File: src/rtl/spi_resp_pkg.sv
// Shared types and default sizing for the SPI word responder.
// Pure declarations; no latency or flow control of its own.
package spi_resp_pkg;

  localparam int DATA_W_DEF      = 16;
  localparam int SYNC_STAGES_DEF = 2;

  typedef enum logic [1:0] {
    IDLE  = 2'd0,
    SHIFT = 2'd1,
    TAIL  = 2'd2
  } state_t;

endpackage

File: src/rtl/spi_sync_edge.sv
// N-flop synchronizer for an asynchronous pin plus one-cycle rise/fall strobes.
// Strobes appear STAGES cycles after the pin edge; no backpressure.
module spi_sync_edge #(
  parameter int   STAGES  = 2,
  parameter logic RST_VAL = 1'b0
) (
  input  logic clk,
  input  logic rst_l,
  input  logic din,
  output logic rise,
  output logic fall
);

  logic [STAGES-1:0] chain;
  logic              prev;

  always_ff @(posedge clk or negedge rst_l) begin
    if (!rst_l) begin
      chain <= {STAGES{RST_VAL}};
      prev  <= RST_VAL;
    end else begin
      chain <= {chain[STAGES-2:0], din};
      prev  <= chain[STAGES-1];
    end
  end

  assign rise = chain[STAGES-1] & ~prev;
  assign fall = ~chain[STAGES-1] & prev;

endmodule

File: src/rtl/spi_word_responder.sv
// SPI mode-0 responder serving words from a single-entry holding register; SDO updates SYNC_STAGES+1 clk after a pin edge.
// tx_ready drops while the holding register is full; SPI_RESP_SDO_TRISTATE_EN floats SDO while idle.
module spi_word_responder
  import spi_resp_pkg::*;
#(
  parameter int DATA_W      = DATA_W_DEF,
  parameter int SYNC_STAGES = SYNC_STAGES_DEF
) (
  input  logic              clk,
  input  logic              rst_l,
  input  logic              CS,
  input  logic              SCLK,
  output logic              SDO,
  input  logic [DATA_W-1:0] tx_data,
  input  logic              tx_valid,
  output logic              tx_ready,
  output logic              busy,
  output logic              frame_done,
  output logic              underrun
);

  localparam int CNT_W = $clog2(DATA_W + 1);

  logic cs_rise, cs_fall, sclk_rise, sclk_fall;

  spi_sync_edge #(.STAGES(SYNC_STAGES), .RST_VAL(1'b1)) u_cs_sync (
    .clk  (clk),
    .rst_l(rst_l),
    .din  (CS),
    .rise (cs_rise),
    .fall (cs_fall)
  );

  spi_sync_edge #(.STAGES(SYNC_STAGES), .RST_VAL(1'b0)) u_sclk_sync (
    .clk  (clk),
    .rst_l(rst_l),
    .din  (SCLK),
    .rise (sclk_rise),
    .fall (sclk_fall)
  );

  state_t            state, state_nxt;
  logic [DATA_W-1:0] shift_q, hold_q, last_q, load_word;
  logic [CNT_W-1:0]  cnt_q;
  logic              hold_full, accept;
  logic              load, shift_en, cnt_inc, done_set;
  logic              sdo_bit;

  always_ff @(posedge clk or negedge rst_l) begin
    if (!rst_l) state <= IDLE;
    else        state <= state_nxt;
  end

  always_comb begin
    state_nxt = state;
    load      = 1'b0;
    shift_en  = 1'b0;
    cnt_inc   = 1'b0;
    done_set  = 1'b0;
    case (state)
      IDLE: begin
        if (cs_fall) begin
          load      = 1'b1;
          state_nxt = SHIFT;
        end
      end
      SHIFT: begin
        // the reader samples on the rising edge, so the last rise ends the frame
        if (sclk_rise) begin
          cnt_inc = 1'b1;
          if (cnt_q == CNT_W'(DATA_W - 1)) begin
            done_set  = 1'b1;
            state_nxt = TAIL;
          end
        end
        if (sclk_fall && (cnt_q < CNT_W'(DATA_W))) shift_en = 1'b1;
      end
      TAIL:    state_nxt = TAIL;
      default: state_nxt = IDLE;
    endcase
    if (cs_rise) begin
      state_nxt = IDLE;
      done_set  = 1'b0;
    end
  end

  assign accept    = tx_valid & ~hold_full;
  assign load_word = hold_full ? hold_q : last_q;

  always_ff @(posedge clk or negedge rst_l) begin
    if (!rst_l) begin
      shift_q    <= '0;
      hold_q     <= '0;
      last_q     <= '0;
      hold_full  <= 1'b0;
      cnt_q      <= '0;
      frame_done <= 1'b0;
      underrun   <= 1'b0;
    end else begin
      frame_done <= done_set;
      underrun   <= load & ~hold_full;
      if (load) begin
        shift_q <= load_word;
        last_q  <= load_word;
        cnt_q   <= '0;
      end else begin
        if (shift_en) shift_q <= {shift_q[DATA_W-2:0], 1'b0};
        if (cnt_inc)  cnt_q   <= cnt_q + 1'b1;
      end
      // accept only happens when empty, so it never collides with draining a full register
      if (accept) begin
        hold_q    <= tx_data;
        hold_full <= 1'b1;
      end else if (load && hold_full) begin
        hold_full <= 1'b0;
      end
    end
  end

  assign tx_ready = ~hold_full;
  assign busy     = (state != IDLE);
  assign sdo_bit  = (state == SHIFT) ? shift_q[DATA_W-1] : 1'b0;

`ifdef SPI_RESP_SDO_TRISTATE_EN
  assign SDO = (state == IDLE) ? 1'bz : sdo_bit;
`else
  assign SDO = sdo_bit;
`endif

endmodule

File: config.mk
export PLATFORM = sky130hd
export DESIGN_NAME = spi_word_responder
export DESIGN_NICKNAME = d
export VERILOG_FILES = /design/src/rtl/spi_resp_pkg.sv /design/src/rtl/spi_sync_edge.sv /design/src/rtl/spi_word_responder.sv
export SDC_FILE = /design/constraint.sdc
export NUM_CORES = 1
export LEC_CHECK = 0
export CAP_MARGIN = 20
export CORE_UTILIZATION = 55
export DETAILED_ROUTE_END_ITERATION = 12
export PLACE_DENSITY_LB_ADDON = 0.05
export SLEW_MARGIN = 15
export SYNTH_ARGS = -nofsm -noshare
export SYNTH_HDL_FRONTEND = slang
export SYNTH_SLANG_ARGS = --single-unit
export TNS_END_PERCENT = 10
File: constraint.sdc
create_clock -name clk -period 3.15 [get_ports clk]
set_input_delay 0.63 -clock clk [delete_from_list [all_inputs] [get_ports clk]]
set_output_delay 0.63 -clock clk [all_outputs]
set_load 0.05 [all_outputs]
==> results of run 1 <==
power breakdown:
part	switching [mW]	internal (mW)
registers	0.209	1.16
clock network	0.275	0.326
logic	0.421	0.477
sequential cells by signal, summed over array words and instances, names as in the netlist:
| register | cells |
|---|---|
| underrun | 1 |
| u_cs_sync.chain | 2 |
| frame_done | 1 |
| last_q | 16 |
| u_sclk_sync.prev | 1 |
| u_sclk_sync.chain | 2 |
| hold_q | 16 |
| shift_q | 16 |
| cnt_q | 5 |
| hold_full | 1 |
| state | 2 |
| u_cs_sync.prev | 1 |
kinds of logic after synthesis:
logic type,after synthesis
DFF,64
and+or+nand+nor,51
muxes,49
AOI/OAI and AO/OA,26
buffers and inverters,23
adders and majority gates,6
xor gates and xnor gates,2
routing by layer:
| layer | up-vias | GRT usage (%) | wire (µm) |
|---|---|---|---|
| met5 | - | 0 | 0 |
| met4 | 0 | 8.974 | 49 |
| met3 | 7 | 6.447 | 205 |
| met2 | 36 | 33.64 | 2441 |
| met1 | 888 | 30.01 | 2304 |
| li1 | 839 | - | - |
final cells by class:
class / count / area, µm²
Multi-Input combinational cell: 134 / 1129
Fill cell: 352 / 1543
Sequential cell: 64 / 1605
Tap cell: 67 / 83.83
Inverter: 9 / 33.78
Timing Repair Buffer: 29 / 287.8
Clock buffer: 15 / 166.4
critical path: cells and delay by family, from the launching register on:
kind / cells / cell delay, ns
flip-flops: 1 / 0.39
adder cells (fa/ha/maj): 1 / 0.23
AND/OR/NAND/NOR: 1 / 0.16
buffers and inverters: 2 / 0.90
cell usage after synthesis (all sizes together):
cell / instances / area share (%)
and4bb: 1 / 0.44
o41ai: 1 / 0.31
ha: 6 / 2.6
xor2: 2 / 0.62
and3: 1 / 0.22
nor3b: 1 / 0.26
nor2: 4 / 0.53
or2: 1 / 0.22
a21oi: 3 / 0.53
o221ai: 14 / 4.3
dfstp: 3 / 2.8
inv: 9 / 1.2
o21a: 1 / 0.26
nor2b: 2 / 0.44
and3b: 1 / 0.31
buf: 11 / 2.2
mux2i: 17 / 6.0
a32o: 1 / 0.35
clkbuf: 3 / 0.40
o22ai: 1 / 0.22
o31ai: 1 / 0.26
and2: 2 / 0.44
a31o: 1 / 0.31
nand4b: 1 / 0.31
dfrtp: 61 / 54
o21ba: 1 / 0.35
o21ai: 1 / 0.18
a211oi: 1 / 0.26
nand3b: 1 / 0.26
nand3: 16 / 2.8
mux2: 32 / 14
nand2: 19 / 2.8
or3: 1 / 0.22
path summary, 6_finish.rpt:
check	depth (start not counted)	slack, ns	end	start
setup / recovery	4	0.52	SDO	state[1]
hold / removal	1	0.33	frame_done	rst_l
setup reg to reg	6	1.11	shift_q[10]	u_cs_sync.chain[1]
hold reg to reg	0	0.35	u_cs_sync.chain[1]	u_cs_sync.chain[0]
max in group asynchronous	2	2.20	hold_q[12]	rst_l
min in group clk	0	0.35	u_cs_sync.chain[1]	u_cs_sync.chain[0]
per-stage QoR:
stage,cell area (µm²),cells
after floorplan,2843,221
after CTS,3306,318
after global placement,3139,303
final,3306,318
after global routing,3306,318
after detailed placement,3139,303
==> impl_metrics.csv, run 1 <==
group,metric,value,unit
power,ir_drop,530.1,µV
layout,nNetsFinal,274,
clock_tree,cts_max_level,3,
power,p_leak,1.535,nW
hold_path,hold_path_class,"in2async",
timing,worst_clock_skew,0.004734,ns
run_status,status,"finished clean",
drt,vias,1770,
yosys,synth_top_family_by_area,"multiplexers",
clock_tree,ctsResizeCount,0,
yosys,syn_inst,221,
clock_tree,hold_buffers,0,
layout,drive_above_1_share,18.33,%
die,die_height,73.89,µm
global_route,grt.overflow.total,0,
layout,area_growth,16.29,%
timing,tightest_slew,0.6827,ns
timing,setup_tns,0,ns
timing,fin_crit,2.633,ns
layout,num_antenna_cells,0,
timing,setup_violations,0,
setup_path,end_kind,"primary output",
yosys,synth_compound_area_share,7.350,%
timing,final_hold_viol_count,0,
drt,dr.pass1.iters,4,
die,dieArea,0.005460,mm²
setup_path,arrival,2.00,ns
yosys,synth_xor_area_share,0.6162,%
drt,drc,0,
timing,hold_slack,0.3345,ns
drt,wl,5000,µm
setup_path,crit_chain,"inv_1, ha_1, and2_1, clkdlybuf4s50_1",
die,die_w,73.89,µm
timing,drv_slew,0,
place,gp_congestion,0.7457,
global_route,grt_max_degree,36,
die,initial_core_util,58.63,%
place,pre_cts_slack,0.8620,ns
place,io_buffers,25,
die,core-area,0.004848,mm²
yosys,synthAdderAreaFrac,2.641,%
power,finalPower,2.864,mW
place,dp_hpwl,3404,µm
clock_tree,clk_pin_slew_worst_paths,0.06,ns
global_route,antenna_found_initial,0,
yosys,yosysWarningCount,0,
yosys,yosys.area_share.simple,9.243,%
clock_tree,cts.sinks,64,
clock_tree,cts_tree,"yes",
clock_tree,cts-buffers-inserted,9,
timing,rsz0062_at_grt,"no",
power,power.density,866.4,mW/mm²
yosys,muxShareOfSynthArea,19.85,%
yosys,ys_seq_elements,64,
layout,layout_commonest_cell,"dfrtp_1",
yosys,yosysUniqueCellTypes,38,
timing,max_freq,379.7,MHz
setup_path,crit_slowest_cell,"clkdlybuf4s50_1",
setup_path,worst-path-max-fanout,5,
die,placementRows,25,
yosys,netlist_area,0.002843,mm²
timing,slew_headroom,54.37,%
layout,layout.cells.most_common_list,"dfrtp_1, clkdlybuf4s50_1, nand2_1",
setup_path,cpPeakStageDelay,0.80,ns
clock_tree,clock_path_buffers,2,
yosys,yosysSeqAreaShare,56.47,%
global_route,grt_pass1_vias,1861,
drt,drt_iter0_drc,77,
clock_tree,clock_latency,0.33,ns
setup_path,worstPathRequired,2.52,ns
yosys,synth.avg_cell_area,12.86,µm²
drt,routedWlPerCell,15.72,µm
timing,finalWorstSetupSlack,0.5166,ns
job,drv_cap,0,
yosys,syn_nets,248,
global_route,grt_pass1_wl,8742,µm
global_route,grtUsageTotal,22.19,%
timing,period_share,83.60,%
layout,final_core_util,68.18,%
drt,via_per_inst,5.566,
clock_tree,post_cts_buffers,0,
die,pin_count,26,
setup_path,path_class,"reg2out",
drt,ant_nets,0,
setup_path,worstSetupStartpointType,"flip-flop",
clock_tree,cts_root_buf,"clkbuf_8",
No activity file was read; power rests on OpenSTA's default activity.
==> inputs of run 2 (changes only) <==
==> constraint.sdc (replaced) <==
create_clock -name clk -period 2.5 [get_ports clk]
set_input_delay 0.5 -clock clk [delete_from_list [all_inputs] [get_ports clk]]
set_output_delay 0.5 -clock clk [all_outputs]
set_load 0.05 [all_outputs]
==> run 2 against run 1 <==
Wire length is 0.12% lower. Power is 31% higher. Clock power is 49% higher. Register-to-register slack worse by 0.45 ns. Cell area is 1.7% higher. Final cell count is 0.94% higher. Sequential power is 26% higher. Combinational power is 26% higher. First-iteration DRC count is 61% higher. Global-route usage is 1.1 points lower. Worst hold slack worse by 0.15 ns.
==> impl_metrics.csv, run 2 (same netlist as run 1, synthesis figures left out) <==
group,metric,value,unit
setup_path,crit_chain,"inv_1, ha_1, and2_1, dlymetal6s2s_1",
timing,worst_clock_skew,0.01019,ns
layout,num-fill-cells,363,
timing,fin_crit,2.136,ns
die,die_w,73.89,µm
layout,layout.cells.most_common_list,"dfrtp_1, clkdlybuf4s50_1, nand2_1",
layout,reg_top3,"hold_q (16), last_q (16), shift_q (16)",
global_route,grtUsageTotal,21.07,%
place,io_buffers,25,
power,p_int,2.572,mW
power,p_comb_share,30.1,%
global_route,grt_max_degree,48,
setup_path,worst-path-max-fanout,5,
layout,layout_commonest_cell,"dfrtp_1",
power,p_seq_share,46.1,%
global_route,grt.overflow.total,0,
place,placed_area,0.003152,mm²
setup_path,worstPathRequired,2.00,ns
die,die_height,73.89,µm
die,placementRows,25,
timing,tightest_slew,0.6380,ns
power,switching_power,1.174,mW
clock_tree,cts.sinks,64,
timing,slew_headroom,57.46,%
setup_path,path_class,"reg2out",
place,dp_hpwl,3327,µm
clock_tree,ctsResizeCount,0,
global_route,grtUsageMet1,26.47,%
layout,drive_above_1_share,21.26,%
timing,finalWorstSetupSlack,0.3637,ns
clock_tree,clock_path_buffers,2,
die,initial_core_util,58.63,%
clock_tree,cts_max_level,3,
setup_path,cpPeakStageDelay,0.42,ns
power,p_leak,1.591,nW
setup_path,worstSetupStartpointType,"flip-flop",
drt,drc,0,
place,pre_cts_slack,0.3976,ns
layout,area_growth,18.31,%
timing,setup_violations,0,
global_route,grt_pass1_vias,1795,
timing,period_share,85.45,%
timing,drv_slew,0,
die,pin_count,26,
clock_tree,clock_latency,0.34,ns
clock_tree,cts-buffers-inserted,9,
drt,ant_nets,0,
clock_tree,post_cts_buffers,0,
timing,max_freq,468.1,MHz
drt,dr.pass1.iters,4,
clock_tree,cts_tree,"yes",
hold_path,hold_path_class,"in2async",
global_route,use_met3,4.801,%
drt,routedWlPerCell,15.56,µm
drt,wl,4994,µm
power,power.density,1114,mW/mm²
global_route,grt_use_met2,32.82,%
clock_tree,clk_pin_slew_worst_paths,0.07,ns
layout,num_antenna_cells,0,
timing,rsz0062_at_grt,"no",
clock_tree,hold_buffers,0,
run_status,status,"finished clean",
layout,fin_area,0.003363,mm²
timing,setup_tns,0,ns
place,gp_congestion,0.7648,
layout,nNetsFinal,276,
global_route,grt_pass1_wl,8252,µm
setup_path,end_kind,"primary output",
power,ir_drop,544.0,µV
clock_tree,cts_root_buf,"clkbuf_8",
timing,final_hold_viol_count,0,
drt,vias,1786,
drt,drt_iter0_drc,124,
global_route,antenna_found_initial,0,
drt,via_per_inst,5.564,
setup_path,crit_slowest_cell,"dlymetal6s2s_1",
global_route,grt-busiest-layer,"met2",
job,drv_cap,0,
setup_path,arrival,1.64,ns
die,core-area,0.004848,mm²
power,p_sw_share,31.34,%
power,clkPwrFrac,23.9,%
die,dieArea,0.005460,mm²
-- run 2: cell types whose count changed in the layout (fill, tap and decap cells not counted), sizes merged --
| cell | previous run | this run |
|---|---|---|
| clkdlybuf4s50 | 24 | 21 |
| bufinv | 0 | 1 |
| clkinv | 0 | 2 |
| clkinvlp | 0 | 2 |
| dlymetal6s2s | 0 | 2 |
| clkbuf | 15 | 11 |
| buf | 5 | 8 |
-- run 2: power groups by stage --
stage          logic, mW  registers (mW)  clock network [mW]
3_5_place_dp        1.14            1.74                   0
5_1_grt             1.25            1.77               0.954
3_3_place_gp        1.07            1.70                   0
6_report            1.13            1.73               0.894
2_1_floorplan      0.904            1.65                   0
4_1_cts             1.14            1.72               0.922
-- run 2: per-stage QoR --
stage / hold WS (ns) / cells / utilization, % / power, mW
finish: 0.1827 / 321 / 69.37 / 3.746
global route: 0.2219 / 321 / 69.37 / 3.974
CTS: 0.1901 / 321 / 69.26 / 3.785
detailed placement: 0.3403 / 305 / 65.01 / 2.873
global placement: 0.3417 / 305 / 65.01 / 2.774
floorplan: 0.2044 / 221 / - / 2.556
-- run 2: final cells by class --
type / count / area [µm²] / area share [%]
Clock buffer: 11 / 151.4 / 4.501
Timing Repair Buffer: 31 / 305.3 / 9.077
Sequential cell: 64 / 1605 / 47.73
Multi-Input combinational cell: 134 / 1129 / 33.56
Tap cell: 67 / 83.83 / 2.493
Inverter: 9 / 33.78 / 1.004
Clock inverter: 5 / 55.05 / 1.637
-- run 2: metal layers --
metal	share of wire, %	up-vias
met1	44	869
met3	4.1	14
met2	49	55
li1	-	848
met5	0	-
met4	2.6	0
-- run 2: path summary, 6_finish.rpt --
| check | depth (start not counted) | startpoint | slack [ns] | to |
|---|---|---|---|---|
| max in group asynchronous | 2 | rst_l | 1.70 | last_q[7] |
| setup reg to reg | 5 | state[1] | 0.66 | shift_q[15] |
| hold reg to reg | 0 | u_sclk_sync.chain[0] | 0.35 | u_sclk_sync.chain[1] |
| hold / removal | 1 | rst_l | 0.18 | shift_q[4] |
| min in group clk | 0 | u_sclk_sync.chain[0] | 0.35 | u_sclk_sync.chain[1] |
| setup / recovery | 4 | state[1] | 0.36 | SDO |
-- run 2: worst max-delay path, delay by kind of cell (launching register included) --
family / cells / cell delay, ns
adder cells (fa/ha/maj): 1 / 0.22
buffers and inverters: 2 / 0.52
flip-flops: 1 / 0.40
AND/OR/NAND/NOR: 1 / 0.16
